File: config.mk
export PLATFORM = sky130hd
export DESIGN_NAME = gtx_rx_align_flat
export DESIGN_NICKNAME = d
export VERILOG_FILES = /design/src/rtl/gtx_rx_align_if.sv /design/src/rtl/gtx_rx_align.sv /design/src/flat_wrapper.sv
export SDC_FILE = /design/constraint.sdc
export NUM_CORES = 1
export LEC_CHECK = 0
export CAP_MARGIN = 20
export CORE_ASPECT_RATIO = 1.25
export CORE_MARGIN = 2
export CORE_UTILIZATION = 46
export DETAILED_ROUTE_END_ITERATION = 10
export HOLD_SLACK_MARGIN = 0.12
export PLACE_DENSITY_LB_ADDON = 0.05
export SLEW_MARGIN = 20
export SYNTH_ARGS = -nofsm -noshare
export SYNTH_HDL_FRONTEND = slang
export SYNTH_SLANG_ARGS = --single-unit
export TNS_END_PERCENT = 50
File: constraint.sdc
create_clock -name clk_i -period 2.1 [get_ports clk_i]
set_input_delay 0.315 -clock clk_i [delete_from_list [all_inputs] [get_ports clk_i]]
set_output_delay 0.315 -clock clk_i [all_outputs]
set_load 0.05 [all_outputs]
File: src/rtl/gtx_rx_align_if.sv
// Raw GTX receive word in, byte-aligned word out, plus link status.
// The master drives the raw side; the aligner is the slave.
interface gtx_rx_align_if;
  localparam int unsigned DATA_W = 16;
  localparam int unsigned LANES  = 2;
  localparam int unsigned CNT_W  = 16;

  logic [LANES-1:0]  ctrl_i;
  logic [DATA_W-1:0] data_i;
  logic [LANES-1:0]  err_i;
  logic [LANES-1:0]  ctrl_o;
  logic [DATA_W-1:0] data_o;
  logic              valid_o;
  logic              lock_o;
  logic              align_o;
  logic [CNT_W-1:0]  err_cnt_o;

  modport master (
    output ctrl_i, data_i, err_i,
    input  ctrl_o, data_o, valid_o, lock_o, align_o, err_cnt_o
  );

  modport slave (
    input  ctrl_i, data_i, err_i,
    output ctrl_o, data_o, valid_o, lock_o, align_o, err_cnt_o
  );
endinterface

File: src/rtl/gtx_rx_align.sv
// K28.5 word aligner and link-lock qualifier for a 2-byte GTX receive path.
// Moves the comma into byte 0 and counts words carrying 8b10b errors.
module gtx_rx_align #(
  parameter int unsigned LOCK_CNT = 4,
  parameter int unsigned TIMEOUT  = 1024
) (
  input  logic         clk_i,
  input  logic         rst_i,
  gtx_rx_align_if.slave rx
);

  localparam int unsigned DATA_W  = 16;
  localparam int unsigned BYTE_W  = 8;
  localparam int unsigned LANES   = 2;
  localparam int unsigned CNT_W   = 8;
  localparam int unsigned TIMER_W = 16;
  localparam int unsigned ERR_W   = 16;

  localparam logic [BYTE_W-1:0]  K28_5      = 8'hBC;
  localparam logic [CNT_W-1:0]   LOCK_TGT   = CNT_W'(LOCK_CNT);
  localparam logic [TIMER_W-1:0] TIMER_LAST = TIMER_W'(TIMEOUT - 1);
  localparam logic [TIMER_W-1:0] TIMER_MAX  = '1;
  localparam logic [ERR_W-1:0]   ERR_MAX    = '1;

  typedef enum logic [1:0] {
    ST_HUNT   = 2'd0,
    ST_VERIFY = 2'd1,
    ST_LOCKED = 2'd2
  } state_e;

  state_e              state_q,     state_d;
  logic                cand_q,      cand_d;
  logic [CNT_W-1:0]    cnt_q,       cnt_d;
  logic                off_q,       off_d;
  logic [TIMER_W-1:0]  timer_q,     timer_d;
  logic [BYTE_W-1:0]   prev_data_q, prev_data_d;
  logic                prev_ctrl_q, prev_ctrl_d;
  logic [DATA_W-1:0]   data_q,      data_d;
  logic [LANES-1:0]    ctrl_q,      ctrl_d;
  logic                valid_q,     valid_d;
  logic                lock_q,      lock_d;
  logic [ERR_W-1:0]    err_cnt_q,   err_cnt_d;

  logic c0_c;
  logic c1_c;
  logic comma_c;
  logic lane_c;
  logic expired_c;

  // Comma detection; lane 0 wins when both bytes carry K28.5.
  always_comb begin
    c0_c      = rx.ctrl_i[0] && (rx.data_i[BYTE_W-1:0] == K28_5);
    c1_c      = rx.ctrl_i[1] && (rx.data_i[DATA_W-1:BYTE_W] == K28_5);
    comma_c   = c0_c || c1_c;
    lane_c    = !c0_c;
    expired_c = (timer_q == TIMER_LAST) && !comma_c;
  end

  // Gap timer: restarts on every comma and is parked while hunting.
  always_comb begin
    timer_d = timer_q;
    if (comma_c || (state_q == ST_HUNT)) begin
      timer_d = '0;
    end else if (timer_q != TIMER_MAX) begin
      timer_d = timer_q + TIMER_W'(1);
    end
  end

  // Lock state machine; the offset is only committed on entry to LOCKED.
  always_comb begin
    state_d = state_q;
    cand_d  = cand_q;
    cnt_d   = cnt_q;
    off_d   = off_q;
    case (state_q)
      ST_HUNT: begin
        if (comma_c) begin
          cand_d  = lane_c;
          cnt_d   = CNT_W'(1);
          state_d = ST_VERIFY;
        end
      end
      ST_VERIFY: begin
        if (comma_c) begin
          if (lane_c == cand_q) begin
            cnt_d = cnt_q + CNT_W'(1);
            if (cnt_d == LOCK_TGT) begin
              state_d = ST_LOCKED;
              off_d   = cand_q;
            end
          end else begin
            cand_d = lane_c;
            cnt_d  = CNT_W'(1);
          end
        end else if (expired_c) begin
          state_d = ST_HUNT;
        end
      end
      ST_LOCKED: begin
        if ((comma_c && (lane_c != off_q)) || expired_c) begin
          state_d = ST_HUNT;
        end
      end
      default: begin
        state_d = ST_HUNT;
      end
    endcase
  end

  // Realignment mux follows the next offset so the locking word is already aligned.
  always_comb begin
    prev_data_d = rx.data_i[DATA_W-1:BYTE_W];
    prev_ctrl_d = rx.ctrl_i[1];
    if (off_d) begin
      data_d = {rx.data_i[BYTE_W-1:0], prev_data_q};
      ctrl_d = {rx.ctrl_i[0], prev_ctrl_q};
    end else begin
      data_d = rx.data_i;
      ctrl_d = rx.ctrl_i;
    end
    valid_d   = (state_d == ST_LOCKED);
    lock_d    = (state_d == ST_LOCKED);
    err_cnt_d = err_cnt_q;
    if ((|rx.err_i) && (err_cnt_q != ERR_MAX)) begin
      err_cnt_d = err_cnt_q + ERR_W'(1);
    end
  end

  always_ff @(posedge clk_i) begin
    if (rst_i) begin
      state_q     <= ST_HUNT;
      cand_q      <= 1'b0;
      cnt_q       <= '0;
      off_q       <= 1'b0;
      timer_q     <= '0;
      prev_data_q <= '0;
      prev_ctrl_q <= 1'b0;
      data_q      <= '0;
      ctrl_q      <= '0;
      valid_q     <= 1'b0;
      lock_q      <= 1'b0;
      err_cnt_q   <= '0;
    end else begin
      state_q     <= state_d;
      cand_q      <= cand_d;
      cnt_q       <= cnt_d;
      off_q       <= off_d;
      timer_q     <= timer_d;
      prev_data_q <= prev_data_d;
      prev_ctrl_q <= prev_ctrl_d;
      data_q      <= data_d;
      ctrl_q      <= ctrl_d;
      valid_q     <= valid_d;
      lock_q      <= lock_d;
      err_cnt_q   <= err_cnt_d;
    end
  end

  assign rx.data_o    = data_q;
  assign rx.ctrl_o    = ctrl_q;
  assign rx.valid_o   = valid_q;
  assign rx.lock_o    = lock_q;
  assign rx.align_o   = off_q;
  assign rx.err_cnt_o = err_cnt_q;

endmodule

File: src/flat_wrapper.sv
// flat-port wrapper written by rule: the top's interface ports become plain ports
module gtx_rx_align_flat 
#(
  parameter int unsigned LOCK_CNT = 4,
  parameter int unsigned TIMEOUT  = 1024
)
  (clk_i, rst_i, rx_ctrl_i, rx_data_i, rx_err_i, rx_ctrl_o, rx_data_o, rx_valid_o, rx_lock_o, rx_align_o, rx_err_cnt_o);
  gtx_rx_align_if rx_i ();
  input  logic clk_i;
  input  logic rst_i;
  input wire logic [$bits(rx_i.ctrl_i)-1:0] rx_ctrl_i;
  input wire logic [$bits(rx_i.data_i)-1:0] rx_data_i;
  input wire logic [$bits(rx_i.err_i)-1:0] rx_err_i;
  output wire logic [$bits(rx_i.ctrl_o)-1:0] rx_ctrl_o;
  output wire logic [$bits(rx_i.data_o)-1:0] rx_data_o;
  output wire logic [$bits(rx_i.valid_o)-1:0] rx_valid_o;
  output wire logic [$bits(rx_i.lock_o)-1:0] rx_lock_o;
  output wire logic [$bits(rx_i.align_o)-1:0] rx_align_o;
  output wire logic [$bits(rx_i.err_cnt_o)-1:0] rx_err_cnt_o;
  assign rx_i.ctrl_i = rx_ctrl_i;
  assign rx_i.data_i = rx_data_i;
  assign rx_i.err_i = rx_err_i;
  assign rx_ctrl_o = rx_i.ctrl_o;
  assign rx_data_o = rx_i.data_o;
  assign rx_valid_o = rx_i.valid_o;
  assign rx_lock_o = rx_i.lock_o;
  assign rx_align_o = rx_i.align_o;
  assign rx_err_cnt_o = rx_i.err_cnt_o;
  gtx_rx_align #(.LOCK_CNT(LOCK_CNT), .TIMEOUT(TIMEOUT)) u_core (.clk_i(clk_i), .rst_i(rst_i), .rx(rx_i));
endmodule
# Word-level counts from Yosys, hierarchy flattened
# Cells that the tools add are included.
# W data, S select, Z words.
[word_totals] wordCells=65 out_inout_bits=37 reg_bits=72 ramBits=0 latch_bits=0 in_bits=22 n_memories=0 mem_bits_ro=0
[classes] magnitude_cmp=0 eq_ne=14 n_reduce_logical=16 multipliers=0 n_mux=21 bitwise=0 shifts=0 n_addsub=3 div_mod_pow=0
[op_table] op="$add A16 B1 Y16 const B" n=2
[op_table] op="$ne A16 B16 Y1 const B" n=2
[op_table] op="$mux W8" n=3
[op_table] op="$eq A16 B10 Y1 const B" n=1
[op_table] op="$eq A8 B8 Y1 const B" n=2
[op_table] op="$mux W16" n=1
[op_table] op="$pmux W8 S2" n=1
[op_table] op="$mux W2" n=7
[op_table] op="$add A8 B1 Y8 const B" n=1
[op_table] op="$eq A8 B3 Y1 const B" n=1
[op_table] op="$mux W1" n=7
[op_table] op="$pmux W2 S3" n=1
[op_table] op="$logic_and A1 B1 Y1" n=5
[op_table] op="$eq A2 B2 Y1 const B" n=2
[op_table] op="$ne A2 B1 Y1 const B" n=2
[op_table] op="$reduce_and A4 Y1" n=1
[op_table] op="$reduce_or A2 Y1" n=2
[op_table] op="$logic_or A1 B1 Y1" n=3
[op_table] op="$reduce_and A3 Y1" n=1
[op_table] op="$eq A2 B1 Y1 const B" n=1
[op_table] op="$logic_not A1 Y1" n=2
[op_table] op="$logic_not A2 Y1" n=1
[op_table] op="$ne A2 B2 Y1 const B" n=1
[op_table] op="$pmux W1 S2" n=1
[op_table] op="3 further kinds" n=3

# Depth between registers and ports, before layout
# Gate-level depths: netlist (run 1).
[logic_depth] depth_word=9 depth_mapped=7 mapped_depth_nobuf=6

# Worst setup path before layout (run 1)
# No wires, ideal clock.
[synth_path] path_type="reg2reg" startpoint="register u_core.err_cnt_q[6] (netlist: u_core.rx.err_cnt_o[6])" endpoint="register u_core.err_cnt_q[11] (netlist: u_core.rx.err_cnt_o[11])" arrival_time_ns=1.936 path_buffers=2 path_stages_with_launch=8 setup_time_ns=0.071 required_time_ns=2.029 synth_period_minus_slack_ns=2.007 path_slack_ns=0.093 cell_sequence="dfxtp_1 and4_1 buf_2 and4_1 buf_2 a211oi_2 a31o_1 a21oi_1"
[synth_via] elab_chain_len=2 elab_cells_between_ends=3 cone_classes="1 x add/sub; 1 x eq/ne; 1 x reduce/logical"
[synth_rtl] item="start, declared" line_no="gtx_rx_align.sv:42" source="logic [ERR_W-1:0] err_cnt_q, err_cnt_d;"
[synth_rtl] item="start signal, assigned" line_no="gtx_rx_align.sv:155" source="err_cnt_q <= err_cnt_d;"
[synth_rtl] item="branches (longest 2 deep; another with $add A16 B1 Y16)"
# Several ways; the timed one is not identified.
# A chain may end at the register's enable or synchronous reset.

# Worst setup path in the final report (run 1)
[layout_path] startpoint="input port rx_data_i[2]" endpoint="register u_core.ctrl_q[1] (netlist: u_core.rx.ctrl_o[1])"
[layout_via] elab_chain_len=8 elab_cells_between_ends=9 cone_classes="2 x eq/ne; 4 x mux; 3 x reduce/logical"
[layout_rtl] item="start, declared" line_no="flat_wrapper.sv:12" source="input wire logic [$bits(rx_i.data_i)-1:0] rx_data_i;"
[layout_rtl] item="$eq A8 B8 Y1 *" line_no="gtx_rx_align.sv:52" source="c0_c = rx.ctrl_i[0] && (rx.data_i[BYTE_W-1:0] == K28_5);"
[layout_rtl] item="$logic_and A1 B1 Y1 *" line_no="gtx_rx_align.sv:52"
[layout_rtl] item="$logic_not A1 Y1" line_no="gtx_rx_align.sv:55" source="lane_c = !c0_c;"
[layout_rtl] item="$eq A1 B1 Y1" line_no="gtx_rx_align.sv:85" source="if (lane_c == cand_q) begin"
[layout_rtl] item="$mux W1" line_no="gtx_rx_align.sv:85"
[layout_rtl] item="$mux W1 *" line_no="gtx_rx_align.sv:84" source="if (comma_c) begin"
[layout_rtl] item="$mux W1 *" line_no="gtx_rx_align.sv:75" source="case (state_q)"
[layout_rtl] item="$mux W2 *" line_no="gtx_rx_align.sv:114" source="if (off_d) begin"
[layout_rtl] item="end signal, assigned" line_no="gtx_rx_align.sv:152" source="ctrl_q <= ctrl_d;"
[layout_rtl] item="end, declared" line_no="gtx_rx_align.sv:39" source="logic [LANES-1:0] ctrl_q, ctrl_d;"
# Mark *: on every way between the ends. The rest lies on a longest branch, timed or not.

==> results.tsv, run 1 <==
metric	value	unit
critical path, cell by cell	clkdlybuf4s50_1 -> or3b_1 -> nor4_4 -> nor2_2 -> buf_12 -> a2111o_1 -> nand2_1	
Setup Skew	0.007064	ns
Placement Setup Slack	-0.2433	ns
Seq/Total Area, Yosys	37.72	%
final worst setup slack	0.09683	ns
Nets	561	
Synth area leader	dfxtp_1	
Mean Syn Cell Area	8.510	sq um
setup violators final	0	
vias in the first global route	3359	
commonest non-fill, non-tap cell in the layout	nand2_1	
CTS tree	done	
area of the multi-input gates	2221	sq um
vias per cell	5.571	
hpwl dp	6763	um
ANT nets after route	0	
RSZ-0062 raised after global routing	no	
Synth Cell Area	3821	sq um
Max-Cap Viols	0	
CTS root buf	clkbuf_8	
leakage	1.864	nW
commonest non-fill, non-tap cells in the layout	nand2_1 (83), dfxtp_1 (70), clkdlybuf4s50_1 (56), buf_4 (48), nor2_1 (36)	
# IOs	59	
CP Data Arrival Time	2.30	ns
overflow left after global routing	0	
Final Cell Area	5009	sq um
Storage cell area	1444	sq um
DR DRC count	0	
Distinct cells, synth	57	
largest net degree at the start of global routing	68	
Syn Inst Count	449	
status	finished clean	
CORE AREA	8148	sq um
Primary FF master, synth	dfxtp_1	
starting density of the core	46.90	%
Die ar.	9057	sq um
antenna violations before repair	0	
layout cells sized above 1	16.30	%
RR Endpoint	u_core.rx.data_o[8]$_SDFF_PP0_	
Die X-Extent	85.52	um
number of failing hold endpoints at the final stage	0	
CP max FO	11	
Area Growth Syn to Fin	31.07	%
WS Path Type	primary input to flip-flop	
CTS Hold Bufs	0	
DIE HEIGHT	105.9	um
Area after DPL	4792	sq um
antenna cells	0	
Filler cells	728	
RR Startpoint	u_core.cnt_q[0]$_SDFFE_PP0P_	
Hold EP	u_core.cnt_q[0]$_SDFFE_PP0P_	
CTS Sinks	72	
Post-Route WL	9516	um
fraction of registers with async set/reset	0	%
FP Rows	37	
R2R Setup Slk	0.14	ns
synth top area cells	dfxtp_1 (38%), nand2_1 (8.2%), xnor2_1 (6.4%), a221o_1 (4.7%), a2111o_1 (4.4%)	
Final Critical Period	2.003	ns
first-pass GRT wire length	15850	um
Crit-path slowest cell	clkdlybuf4s50_1	
Synth Register Bits	72	
endpoint class of the critical path	flip-flop	
Max Slew Vio Count	0	
Overall Power	2.836	mW
Num CTS Buffers	9	
VDD IR max	0.4125	mV
CTS clk-pin slew, worst paths	0.08	ns
number of flops mapped to enable cells by yosys	0	
Routability Congestion	0.8292	
Worst Max-Slew Pin Slew	0.9454	ns
htree depth	3	
fin crit share	95.39	%
CTS Buffer Depth	2	
FF-to-FF path depth	8	
f_max	0.4992	GHz
Startpoint Class	primary input	
HP Start	rst_i	
Clk Latency, worst-skew pair	0.36	ns
Wirelength per Cell	14.94	um
gr usage total	21.76	%
min-delay worst type	primary input to flip-flop	
Port Buffers	58	
Slew HR	36.74	%
pwr/cell area	566.2	nW/um^2
final hold slack	0.2903	ns
post-synth top area share	37.72	%
Synthesized Nets	474	
Yosys Warn Count	0	
Min-Delay Path Depth	4	
Detailed Route Iter0 Violations	133	
Largest stage delay, worst path	0.55	ns
Critical Path RT	2.40	ns
via count	3549	
1st-pass router iterations	5	
==> repair_timing <==
action	CTS	global route
gates resized for setup	0	5
setup endpoints to repair	0	11
buffers inserted	0	1
==> synth_stat cells, types with 2 or more instances <==
master and count:
o31ai_2 3, a221o_1 18, dfxtp_1 72, nor3_1 3, a2111o_1 15, a21oi_1 16, o21bai_1 2, nand3b_1 2
nand3_1 17, and4_1 5, a31oi_1 4, a31o_1 2, nand4_1 14, and4b_1 2, nor2_1 36, xor2_1 2
a2111oi_0 2, or3b_1 2, nor4_4 2, and3_1 5, mux2i_1 3, buf_4 2, ha_1 3, o22ai_1 2
nand2b_1 16, buf_2 8, clkbuf_1 22, nor3b_1 2, nor2b_1 9, inv_1 8, a2111oi_2 3, xnor2_1 28
a211oi_1 11, nor4_1 3, nand2_1 83
==> layer usage <==
layer	up-vias	share of wire (%)	global-route usage, %
li1	1789	-	-
met1	1653	45	26.60
met2	93	49	36.72
met3	14	4.8	5.202
met4	0	1.8	8.390
met5	-	0	0
==> layout make-up <==
class | count | area share (%)
sequential | 72 | 28.83
timing repair buffer | 109 | 20.08
tap | 97 | 2.423
clock inverter | 4 | 0.8993
inverter | 8 | 0.5996
clock buffer | 11 | 2.823
multi-input combinational | 336 | 44.34
==> kinds of logic after synthesis <==
| family | synth area share [%] |
|---|---|
| compound gates | 20.63 |
| flops | 37.72 |
| fa+ha+maj | 0.9824 |
| buf+inv | 4.682 |
| mux | 0.7859 |
| xor+xnor | 6.876 |
| simple gates | 28.32 |
==> sequential cells by signal, indices dropped and copies added, names as in the netlist <==
signal,flops
u_core.prev_data_q,8
u_core.timer_q,16
u_core.rx.valid_o,1
u_core.rx.align_o,1
u_core.prev_ctrl_q,1
u_core.cnt_q,8
u_core.rx.ctrl_o,2
u_core.cand_q,1
u_core.state_q,2
u_core.rx.err_cnt_o,16
u_core.rx.data_o,16
==> worst max path at each step <==
stage	slack, ns	end	start	cells after the start
3_5_place_dp	-0.24	u_core.rx.data_o[5]$_SDFF_PP0_	rx_data_i[2]	7
5_1_grt	0.01	u_core.rx.data_o[5]$_SDFF_PP0_	u_core.cnt_q[0]$_SDFFE_PP0P_	8
4_1_cts	0.07	u_core.rx.data_o[5]$_SDFF_PP0_	u_core.cnt_q[0]$_SDFFE_PP0P_	8
2_1_floorplan	0.09	u_core.rx.err_cnt_o[11]$_SDFFE_PP0P_	u_core.rx.err_cnt_o[6]$_SDFFE_PP0P_	7
6_report	0.1	u_core.rx.ctrl_o[1]$_SDFF_PP0_	rx_data_i[2]	7
3_3_place_gp	-0.22	u_core.cnt_q[3]$_SDFFE_PP0P_	rx_data_i[2]	6
==> stage by stage <==
step	setup TNS, ns	cells	utilization (%)
3_3_place_gp	-7.015	621	58.81
2_1_floorplan	0	449	-
3_5_place_dp	-7.374	621	58.81
5_1_grt	0	637	61.47
4_1_cts	0	636	61.10
6_report	0	637	61.47
==> report_power, final <==
| part | internal (mW) | switching [mW] | total, mW |
|---|---|---|---|
| Clock | 0.569 | 0.519 | 1.09 |
| Sequential | 1.40 | 0.0197 | 1.42 |
| Combinational | 0.141 | 0.189 | 0.330 |
| Total | 2.11 | 0.728 | 2.84 |
==> critical path, delay by kind of cell <==
family          cells  cell delay (ns)
buf+inv             2             0.72
compound gates      1             0.34
simple gates        4             0.94
(Power assumes the default switching activity.)
==> run 2, diff against run 1 <==
Settings changed: PLACE_DENSITY from default to 0.7, PLACE_DENSITY_LB_ADDON 0.05 to default, TNS_END_PERCENT 50 to 5.
==> results.tsv, run 2 (synthesis results as in run 1) <==
metric	value	unit
status	finished clean	
CTS tree	done	
Nets	558	
Final Critical Period	2.006	ns
CP max FO	8	
HP Start	rst_i	
Hold EP	u_core.state_q[0]$_SDFF_PP0_	
largest net degree at the start of global routing	37	
pwr/cell area	550.9	nW/um^2
gr usage total	21.48	%
setup violators final	0	
Placement Setup Slack	-0.2257	ns
CTS Hold Bufs	0	
CORE AREA	8148	sq um
Post-Route WL	9332	um
antenna cells	0	
RR Startpoint	u_core.cnt_q[0]$_SDFFE_PP0P_	
CTS Sinks	72	
R2R Setup Slk	0.11	ns
Inst Count DP	619	
Clk Latency, worst-skew pair	0.36	ns
Min-Delay Path Depth	2	
final hold slack	0.2542	ns
first-pass GRT wire length	15780	um
ANT nets after route	0	
Max-Cap Viols	0	
1st-pass router iterations	7	
RSZ-0062 raised after global routing	no	
min-delay worst type	primary input to flip-flop	
count of non-filler cells in the finished layout	632	
htree depth	3	
RR Endpoint	u_core.rx.data_o[1]$_SDFF_PP0_	
leakage	1.817	nW
overflow left after global routing	0	
Die ar.	9057	sq um
Area Growth Syn to Fin	28.81	%
Area after DPL	4752	sq um
Setup Skew	0.01481	ns
fin crit share	95.53	%
number of failing hold endpoints at the final stage	0	
Detailed Route Iter0 Violations	182	
critical path, cell by cell	clkdlybuf4s50_1	
Startpoint Class	flip-flop	
Routability Congestion	0.8549	
Critical Path RT	1.78	ns
Final Cell Area	4922	sq um
hpwl dp	6543	um
CTS root buf	clkbuf_8	
# IOs	59	
Largest stage delay, worst path	0.86	ns
commonest non-fill, non-tap cell in the layout	nand2_1	
Port Buffers	58	
vias in the first global route	3450	
final worst setup slack	0.09380	ns
Crit-path slowest cell	clkdlybuf4s50_1	
layout cells sized above 1	15.14	%
Top delay family on crit path	buffers and inverters	
Wirelength per Cell	14.77	um
WP buf/inv	1	
DIE HEIGHT	105.9	um
CTS clk-pin slew, worst paths	0.08	ns
starting density of the core	46.90	%
commonest non-fill, non-tap cells in the layout	nand2_1 (83), dfxtp_1 (72), clkdlybuf4s50_1 (56), buf_4 (47), nor2_1 (35)	
Num CTS Buffers	9	
antenna violations before repair	0	
CP Data Arrival Time	1.69	ns
f_max	0.4985	GHz
area of the multi-input gates	2211	sq um
Die X-Extent	85.52	um
WS Path Type	flip-flop to output port	
Slew HR	36.64	%
Max Slew Vio Count	0	
FF-to-FF path depth	7	
Filler cells	731	
CTS Buffer Depth	2	
FP Rows	37	
vias per cell	5.679	
Storage cell area	1441	sq um
Worst Max-Slew Pin Slew	0.9469	ns
via count	3589	
Overall Power	2.712	mW
DR DRC count	0	
VDD IR max	0.3768	mV
endpoint class of the critical path	output port	
==> run 2: worst max-delay path by stage <==
stage,cells after the start,to,startpoint
floorplan,7,u_core.rx.err_cnt_o[11]$_SDFFE_PP0P_,u_core.rx.err_cnt_o[6]$_SDFFE_PP0P_
global placement,7,u_core.rx.data_o[3]$_SDFF_PP0_,rx_data_i[1]
detailed placement,7,u_core.rx.ctrl_o[1]$_SDFF_PP0_,rx_data_i[1]
CTS,5,u_core.rx.err_cnt_o[13]$_SDFFE_PP0P_,u_core.rx.err_cnt_o[10]$_SDFFE_PP0P_
global route,7,u_core.rx.data_o[6]$_SDFF_PP0_,u_core.cnt_q[0]$_SDFFE_PP0P_
finish,1,rx_err_cnt_o[2],u_core.rx.err_cnt_o[2]$_SDFFE_PP0P_
==> run 2: through the flow <==
step	TNS (ns)	utilization (%)
detailed placement	-5.901	58.32
CTS	0	60.29
global placement	-3.940	58.32
finish	0	60.41
floorplan	0	-
global route	0	60.41
==> run 2: cell type report <==
class / instances / share of cell area (%)
clock buffer: 12 / 3.152
inverter: 8 / 0.6101
multi-input combinational: 336 / 44.92
clock inverter: 1 / 0.1017
timing repair buffer: 106 / 19.47
sequential: 72 / 29.28
tap: 97 / 2.466
==> run 2: where the power goes <==
group / switching (mW) / internal (mW) / total (mW) / leakage [nW]
sequential: 0.0204 / 1.40 / 1.42 / 0.588
combinational: 0.189 / 0.140 / 0.328 / 1.15
clock: 0.492 / 0.472 / 0.964 / 0.0842
total: 0.701 / 2.01 / 2.71 / 1.82
==> run 2: layer usage <==
metal	vias up	global-route usage, %	share of wire, %	routed length, um
li1	1787	-	-	-
met1	1678	26.85	45	4214
met2	105	34.99	48	4457
met3	19	4.115	4.6	430
met4	0	11.00	2.5	230
met5	-	0	0	0
==> run 2: repair_timing <==
item / 4_1_cts / 5_1_grt
gates resized for setup: 0 / 2
buffers inserted: 0 / 0
endpoints found under the setup margin: 0 / 7
